==> src/rtl/div_pkg.sv <==
// Shared types and constants for the iterative restoring divider.
package div_pkg;

  localparam int DIV_WIDTH = 32;
  localparam int DIV_CNT_W = $clog2(DIV_WIDTH);

  typedef enum logic [1:0] {
    IDLE   = 2'd0,
    RUN    = 2'd1,
    FINISH = 2'd2
  } div_state_e;

endpackage

==> src/rtl/div_step.sv <==
// One combinational restoring-division step: trial-subtract the divisor from
// the shifted partial remainder and keep the difference when it does not go negative.
module div_step #(
  parameter int WIDTH = 32
) (
  input  logic [WIDTH:0]   rem_shift,
  input  logic [WIDTH-1:0] divisor,
  output logic [WIDTH-1:0] rem_next,
  output logic             q_bit
);

  assign q_bit    = (rem_shift >= {1'b0, divisor});
  assign rem_next = q_bit ? WIDTH'(rem_shift - {1'b0, divisor}) : rem_shift[WIDTH-1:0];

endmodule

==> src/rtl/div_unit.sv <==
// Multi-cycle restoring divider: one quotient bit per clock, lo = quotient, hi = remainder.
// Define DIV_UNIT_SIGNED_EN for two's-complement operands (truncating division).
//
// state  | meaning
// IDLE   | waiting for start; operands captured when start is seen
// RUN    | one restoring step per cycle, cnt counts 0..WIDTH-1
// FINISH | done pulse; div_zero pulses too if the divisor was zero
module div_unit
  import div_pkg::*;
#(
  parameter int WIDTH = DIV_WIDTH
) (
  input  logic             clk,
  input  logic             reset,
  input  logic             start,
  input  logic [WIDTH-1:0] dividend,
  input  logic [WIDTH-1:0] divisor,
  output logic             busy,
  output logic             done,
  output logic             div_zero,
  output logic [WIDTH-1:0] hi,
  output logic [WIDTH-1:0] lo
);

  localparam int CW = $clog2(WIDTH);
  localparam logic [CW-1:0] LAST = CW'(WIDTH - 1);

  div_state_e       state, state_n;
  logic [CW-1:0]    cnt;
  logic [WIDTH-1:0] rem;
  logic [WIDTH-1:0] q;
  logic [WIDTH-1:0] dvs;
  logic             dz;
  logic [WIDTH-1:0] rem_next;
  logic             q_bit;
  logic [WIDTH-1:0] q_final;
  logic [WIDTH-1:0] op_a;
  logic [WIDTH-1:0] op_b;
  logic [WIDTH-1:0] res_lo;
  logic [WIDTH-1:0] res_hi;

`ifdef DIV_UNIT_SIGNED_EN
  logic neg_q;
  logic neg_r;

  // Most-negative magnitude stays 1<<(WIDTH-1), which is correct as unsigned.
  assign op_a   = dividend[WIDTH-1] ? -dividend : dividend;
  assign op_b   = divisor[WIDTH-1]  ? -divisor  : divisor;
  assign res_lo = neg_q ? -q_final  : q_final;
  assign res_hi = neg_r ? -rem_next : rem_next;
`else
  assign op_a   = dividend;
  assign op_b   = divisor;
  assign res_lo = q_final;
  assign res_hi = rem_next;
`endif

  // Dividend bits shift out of q's top while quotient bits shift into its bottom.
  div_step #(.WIDTH(WIDTH)) u_step (
    .rem_shift (({rem, q[WIDTH-1]})),
    .divisor   (dvs),
    .rem_next  (rem_next),
    .q_bit     (q_bit)
  );

  assign q_final = {q[WIDTH-2:0], q_bit};

  always_comb begin
    state_n = state;
    case (state)
      IDLE:    if (start) state_n = (divisor == '0) ? FINISH : RUN;
      RUN:     if (cnt == LAST) state_n = FINISH;
      FINISH:  state_n = IDLE;
      default: state_n = IDLE;
    endcase
  end

  always_ff @(posedge clk) begin
    if (reset) begin
      state <= IDLE;
      cnt   <= '0;
      rem   <= '0;
      q     <= '0;
      dvs   <= '0;
      dz    <= 1'b0;
      hi    <= '0;
      lo    <= '0;
`ifdef DIV_UNIT_SIGNED_EN
      neg_q <= 1'b0;
      neg_r <= 1'b0;
`endif
    end else begin
      state <= state_n;
      case (state)
        IDLE: begin
          if (start) begin
            dz  <= (divisor == '0);
            cnt <= '0;
            rem <= '0;
            q   <= op_a;
            dvs <= op_b;
`ifdef DIV_UNIT_SIGNED_EN
            neg_q <= dividend[WIDTH-1] ^ divisor[WIDTH-1];
            neg_r <= dividend[WIDTH-1];
`endif
          end
        end
        RUN: begin
          rem <= rem_next;
          q   <= q_final;
          if (cnt == LAST) begin
            cnt <= '0;
            hi  <= res_hi;
            lo  <= res_lo;
          end else begin
            cnt <= cnt + 1'b1;
          end
        end
        default: ;
      endcase
    end
  end

  assign busy     = (state != IDLE);
  assign done     = (state == FINISH);
  assign div_zero = (state == FINISH) && dz;

endmodule

==> config.mk <==
export PLATFORM = sky130hd
export DESIGN_NAME = div_unit
export DESIGN_NICKNAME = d
export VERILOG_FILES = /design/src/rtl/div_pkg.sv /design/src/rtl/div_step.sv /design/src/rtl/div_unit.sv
export SDC_FILE = /design/constraint.sdc
export NUM_CORES = 1
export LEC_CHECK = 0
export CAP_MARGIN = 10
export CORE_UTILIZATION = 25
export CTS_CLUSTER_SIZE = 40
export DETAILED_ROUTE_END_ITERATION = 7
export GPL_TIMING_DRIVEN = 0
export HOLD_SLACK_MARGIN = 0.06
export MAX_ROUTING_LAYER = met4
export PLACE_DENSITY = 0.55
export REMOVE_ABC_BUFFERS = 1
export SLEW_MARGIN = 20
export SYNTH_ARGS = -nofsm -noshare
export SYNTH_HDL_FRONTEND = slang
export SYNTH_SLANG_ARGS = --single-unit
==> constraint.sdc <==
create_clock -name clk -period 3 [get_ports clk]
set_clock_uncertainty 0.2 [all_clocks]
set_input_delay 0.6 -clock clk [delete_from_list [all_inputs] [get_ports clk]]
set_output_delay 0.6 -clock clk [all_outputs]
set_load 0.1 [all_outputs]
# After elaboration in Yosys (flattened, before gate mapping)
# Index checks and enable logic that the tools add are counted.
# Widths: inputs -> output; s select.
# word_totals
output_inout_bits	67
ff_bits	168
# op_classes
n_addsub	2
magnitude_cmp	1
n_mux	12
n_eq_ne	5
reduce_logical	9
# ops
cell	n
$pmux 32 s2	2
$mux 32	3
$ge 33x32->1	1
$logic_not 32->1	1
$sub 32x32->32	1
$mux 5	2
$pmux 5 s2	1
$reduce_and 2->1	4
$mux 2	3
$add 5x1->5 const B	1
$eq 5x5->1 const B	1
$ne 2x2->1 const B	2
$pmux 2 s2	1
$reduce_bool 2->1	2
$eq 2x1->1 const B	1
$eq 2x2->1 const B	1
$logic_not 2->1	1
$logic_and 1x1->1	1

# Longest topological paths before layout
# logic_depth
depth_word	4
ltp_mapped	14
ltp_nobuf	13

# Cells and area by module
# Synthesis repeated with hierarchy kept, for this count alone.
# unflattened
hier_cells	1079
hier_area_um2	8496.9
# by_module_without_submodules
module	area_each_um2	cells_each	seq_area_each_um2	instances
div_unit	6165.9	756	3363.2	1
div_step	2331.0	323	0.0	1

# Worst setup path before layout
# Ideal clock, no wire load.
# synth_path
path_kind	register -> output
start	register state[1]
end	output port div_zero
required_time_ns	2.200
slack_ns	-0.476
stages_incl_launch_ff	3
n_path_buf	0
arrival_ns	2.676
path_cell_list	dfxtp_1 nor2b_1 and2_1
# synth_between
elab_chain_len	2
# synth_rtl
item	line	text
start, declared	div_unit.sv:28	div_state_e state, state_n;
start signal, assigned	div_unit.sv:93	state <= state_n;
$eq 2x2->1	-	
named net done	div_unit.sv:19	output logic done,
$logic_and 1x1->1	div_unit.sv:126	assign div_zero = (state == FINISH) && dz;
end, declared	div_unit.sv:20	output logic div_zero,
# The timed path passes the listed nets, and every way through them passes these cells.

# Final worst setup path
# layout_path
start	register dvs[1]
end	register hi[23]
# layout_between
elab_chain_len	2
# layout_rtl
item	line	text
start, declared	div_unit.sv:32	logic [WIDTH-1:0] dvs;
start signal, assigned	div_unit.sv:101	dvs <= op_b;
$sub 32x32->32 or $ge 33x32->1 (tied branches)	div_step.sv:13, div_step.sv:12	
$mux 32 *	div_step.sv:13	assign rem_next = q_bit ? WIDTH'(rem_shift - {1'b0, divisor}) : rem_shift[WIDTH-1:0];
end signal, assigned	div_unit.sv:113	hi <= res_hi;
end, declared	div_unit.sv:21	output logic [WIDTH-1:0] hi,
# Mark *: on every way between the ends. The rest lies on a longest branch, timed or not.
# A chain may end at the register's enable or synchronous reset.

==> key figures <==
Placement
  • I/O Buffers: 133
  • Gp weighted congestion: 0.853
  • Area after DPL: 10200 um^2
  • DP HPWL: 17.0 mm

Routing
  • DRT Pass-1 Iters: 5
  • Drc violations: 0
  • Drt wl/cell: 15.9 um
  • Antenna viol nets, final: 0
  • Iteration-0 DRC count of the detailed router: 387
  • Vias post-DR: 7892
  • Post-Route WL: 26.3 mm
  • Drt via density: 4.75

Floorplan
  • Core area: 32800 um^2
  • Die X: 185 um
  • Initial core utilization: 25.6%
  • IO Count: 134
  • DIE AREA: 34300 um^2
  • # rows: 66
  • Chip height: 185 um

Clocking
  • # hold bufs at CTS: 0
  • H-Tree Level Count: 4
  • Clock slew at reported path FFs: 0.07 ns
  • Num CTS Buffers: 17
  • Clock Latency Late Sink: 0.44 ns
  • Root Driver: clkbuf_16
  • CTS Sinks: 168
  • Clock Path Buffers: 2
  • CTS tree: done

Global routing
  • First-pass GRT wire length: 41.1 mm
  • Pin count of the biggest net entering global routing: 96
  • Initial antenna violation count: 4
  • Overflow after GRT: 0
  • Gr usage total: 15.9%
  • Vias in the first global route: 7723

Synthesis
  • Post-synth EDFFs: 0
  • Cell variety after synth: 59
  • Synth Area in XOR/XNOR: 2.61%
  • Largest cells by area after synthesis: dfxtp_1 40%, nand2_1 12%, a21oi_1 6.0%
  • Post-synth ARST share: 0%
  • Compound-Gate Fraction of Synth Area: 23.0%
  • Sequential share of the synthesized area: 40.1%
  • Largest area contributor in the netlist: dfxtp_1
  • Post-synth top area share: 40.1%
  • Syn Std Cell Area: 8380 um^2
  • Adder-cell area share of the yosys netlist: 5.31%
  • Yosys warnings: 0
  • Post-synthesis mux area share: 1.70%
  • Ys flop type: dfxtp_1
  • Largest family of logic cells by synthesized area: compound AO/OA/AOI/OAI gates
  • Yosys reg bits: 168
  • Synth Area in Simple Gates: 22.3%
  • Synth Instances: 1079
  • Post-Syn Area per Cell: 7.77 um^2

Power
  • Maximum VDD drop: 0.910 mV
  • Clk network pwr share: 16.6%
  • Switching share of total power: 44.3%
  • Comb power frac: 65.2%
  • Leakage dissipation: 4.14 nW
  • Pwr dens: 1250 nW/um^2
  • Net Switching: 6.51 mW
  • Seq pwr share: 18.2%
  • Final Total Pwr: 14.7 mW
  • Int Pwr: 8.19 mW

Timing
  • RSZ-0062 raised after global routing: yes
  • Setup Total Neg Slack: -1.26 ns
  • Slew margin rel.: 27.4%
  • Final Hold Fails: 0
  • Least-Margin Pin Slew: 1.08 ns
  • Max Transition Viols Final: 0
  • F_max: 323 MHz
  • Final setup margin: -0.0996 ns
  • Fin crit period: 3.10 ns
  • Fin crit share: 103%
  • Endpoints failing setup: 31

Layout
  • Fraction of layout cells with a size suffix above 1: 17.4%
  • Nets: 1303
  • Most common cell after layout, fill and taps aside: nand2_1
  • Final instance area: 11800 um^2
  • Commonest non-fill, non-tap cells in the layout: 257 x nand2_1, 161 x dfxtp_1, 129 x clkdlybuf4s50_1
  • Area grow syn2layout: 40.4%

Outcome
  • Failing checks: setup timing
  • Status: complete, but fails checks

Setup path
  • Worst EP arrival: 3.25 ns
  • WP buf/inv: 2
  • Crit start category: flip-flop
  • Slowest CP cell: a311o_2
  • CP endpoint kind: flip-flop
  • Top delay family on crit path: compound AO/OA/AOI/OAI gates
  • Critical Path, Cell by Cell: inv_2, ha_4, nor2b_4, o31a_4, o211ai_4, a211oi_2, o31a_1, a311o_2, buf_12, mux2i_4, a211oi_2
  • Critical path's most frequent cell: a211oi_2
  • Crit Path Class: reg -> reg
  • Critical Path RT: 3.15 ns
  • Crit-path max FO: 10
  • Crit-path max cell delay: 0.52 ns

Job
  • Max-capacitance violation count: 0

Min path
  • Hold Crit Class: reg -> reg
==> cell type report <==
cell class	instances	area, um^2
sequential	168	3370
multi-input combinational	813	5330
clock buffer	19	443
inverter	35	131
antenna	4	10.0
fill	3423	21000
clock inverter	13	195
tap	442	553
timing repair buffer	166	1730
==> cells in the mapped netlist (7+ instances only) <==
cell      instances
and2_1            7
and3_1            7
inv_1            35
a31oi_1           7
nor2_1           94
a311oi_1         32
nand2_1         267
clkbuf_1         59
xnor2_1          13
o21ai_1          46
dfxtp_1         168
ha_1             34
mux2i_1          12
a211oi_1         20
o21ai_0          21
a211oi_2         13
xor2_1           12
nor3_1           10
a21oi_1         100
a21o_1            9
o21a_1           10
nor4_1           12
==> flip-flops by register name (all words and copies together), names as in the netlist <==
register and cells:
dvs 32, hi 32, lo 32, q 32, rem 32, cnt 5
state 2, dz 1
==> power groups by stage <==
stage	Combinational (mW)	Clock [mW]	Sequential (mW)
after floorplan	2.98	0	2.55
after global placement	3.03	0	2.53
after detailed placement	6.03	0	2.67
after CTS	8.28	2.50	2.65
after global routing	10.3	2.58	2.71
final	9.58	2.44	2.68
==> timing repair <==
item                       4_1_cts  5_1_grt
resized for setup               80       74
hold endpoints to repair         0        0
gates cloned                     4        1
setup endpoints to repair       68       67
setup buffers                   15        9
pin swaps                       17       15
==> worst min-delay path, stage by stage (launching register included) <==
cell	delay (ns)
dfxtp_1	0.31
nand2_1	0.05
a21oi_1	0.05
==> routing by layer <==
layer | vias up | track usage, % | part of all wire (%)
li1 | 3989 | - | -
met1 | 3701 | 18.7 | 45
met2 | 170 | 25.4 | 46
met3 | 32 | 5.54 | 7.1
met4 | 0 | 4.43 | 1.8
met5 | - | - | 0
==> through the flow <==
stage	instances	hold WS [ns]	worst slack [ns]	utilization, %
floorplan	1013	0.230	-0.810	-
global placement	1588	0.242	-6.48	30.5
detailed placement	1597	0.247	-0.511	31.1
CTS	1648	0.259	-0.0466	34.8
global route	1660	0.266	-0.191	35.9
finish	1660	0.256	-0.0996	35.9
==> cell families after synthesis <==
| family | after synthesis |
|---|---|
| xor+xnor | 25 |
| simple gates | 443 |
| compound gates | 293 |
| mux | 14 |
| flops | 168 |
| fa+ha+maj | 35 |
| buf+inv | 101 |
==> path summary, 6_finish.rpt <==
| path | from | endpoint | slack, ns | cells after the start |
|---|---|---|---|---|
| worst min register to register | lo[30]$_SDFFE_PP0P_ | lo[30]$_SDFFE_PP0P_ | 0.26 | 2 |
| worst min-delay path | lo[30]$_SDFFE_PP0P_ | lo[30]$_SDFFE_PP0P_ | 0.26 | 2 |
| worst max-delay path | dvs[1]$_SDFFE_PP0P_ | hi[23]$_SDFFE_PP0P_ | -0.1 | 11 |
| worst max register to register | dvs[1]$_SDFFE_PP0P_ | hi[23]$_SDFFE_PP0P_ | -0.1 | 11 |
No activity file was read; power rests on OpenSTA's default activity.
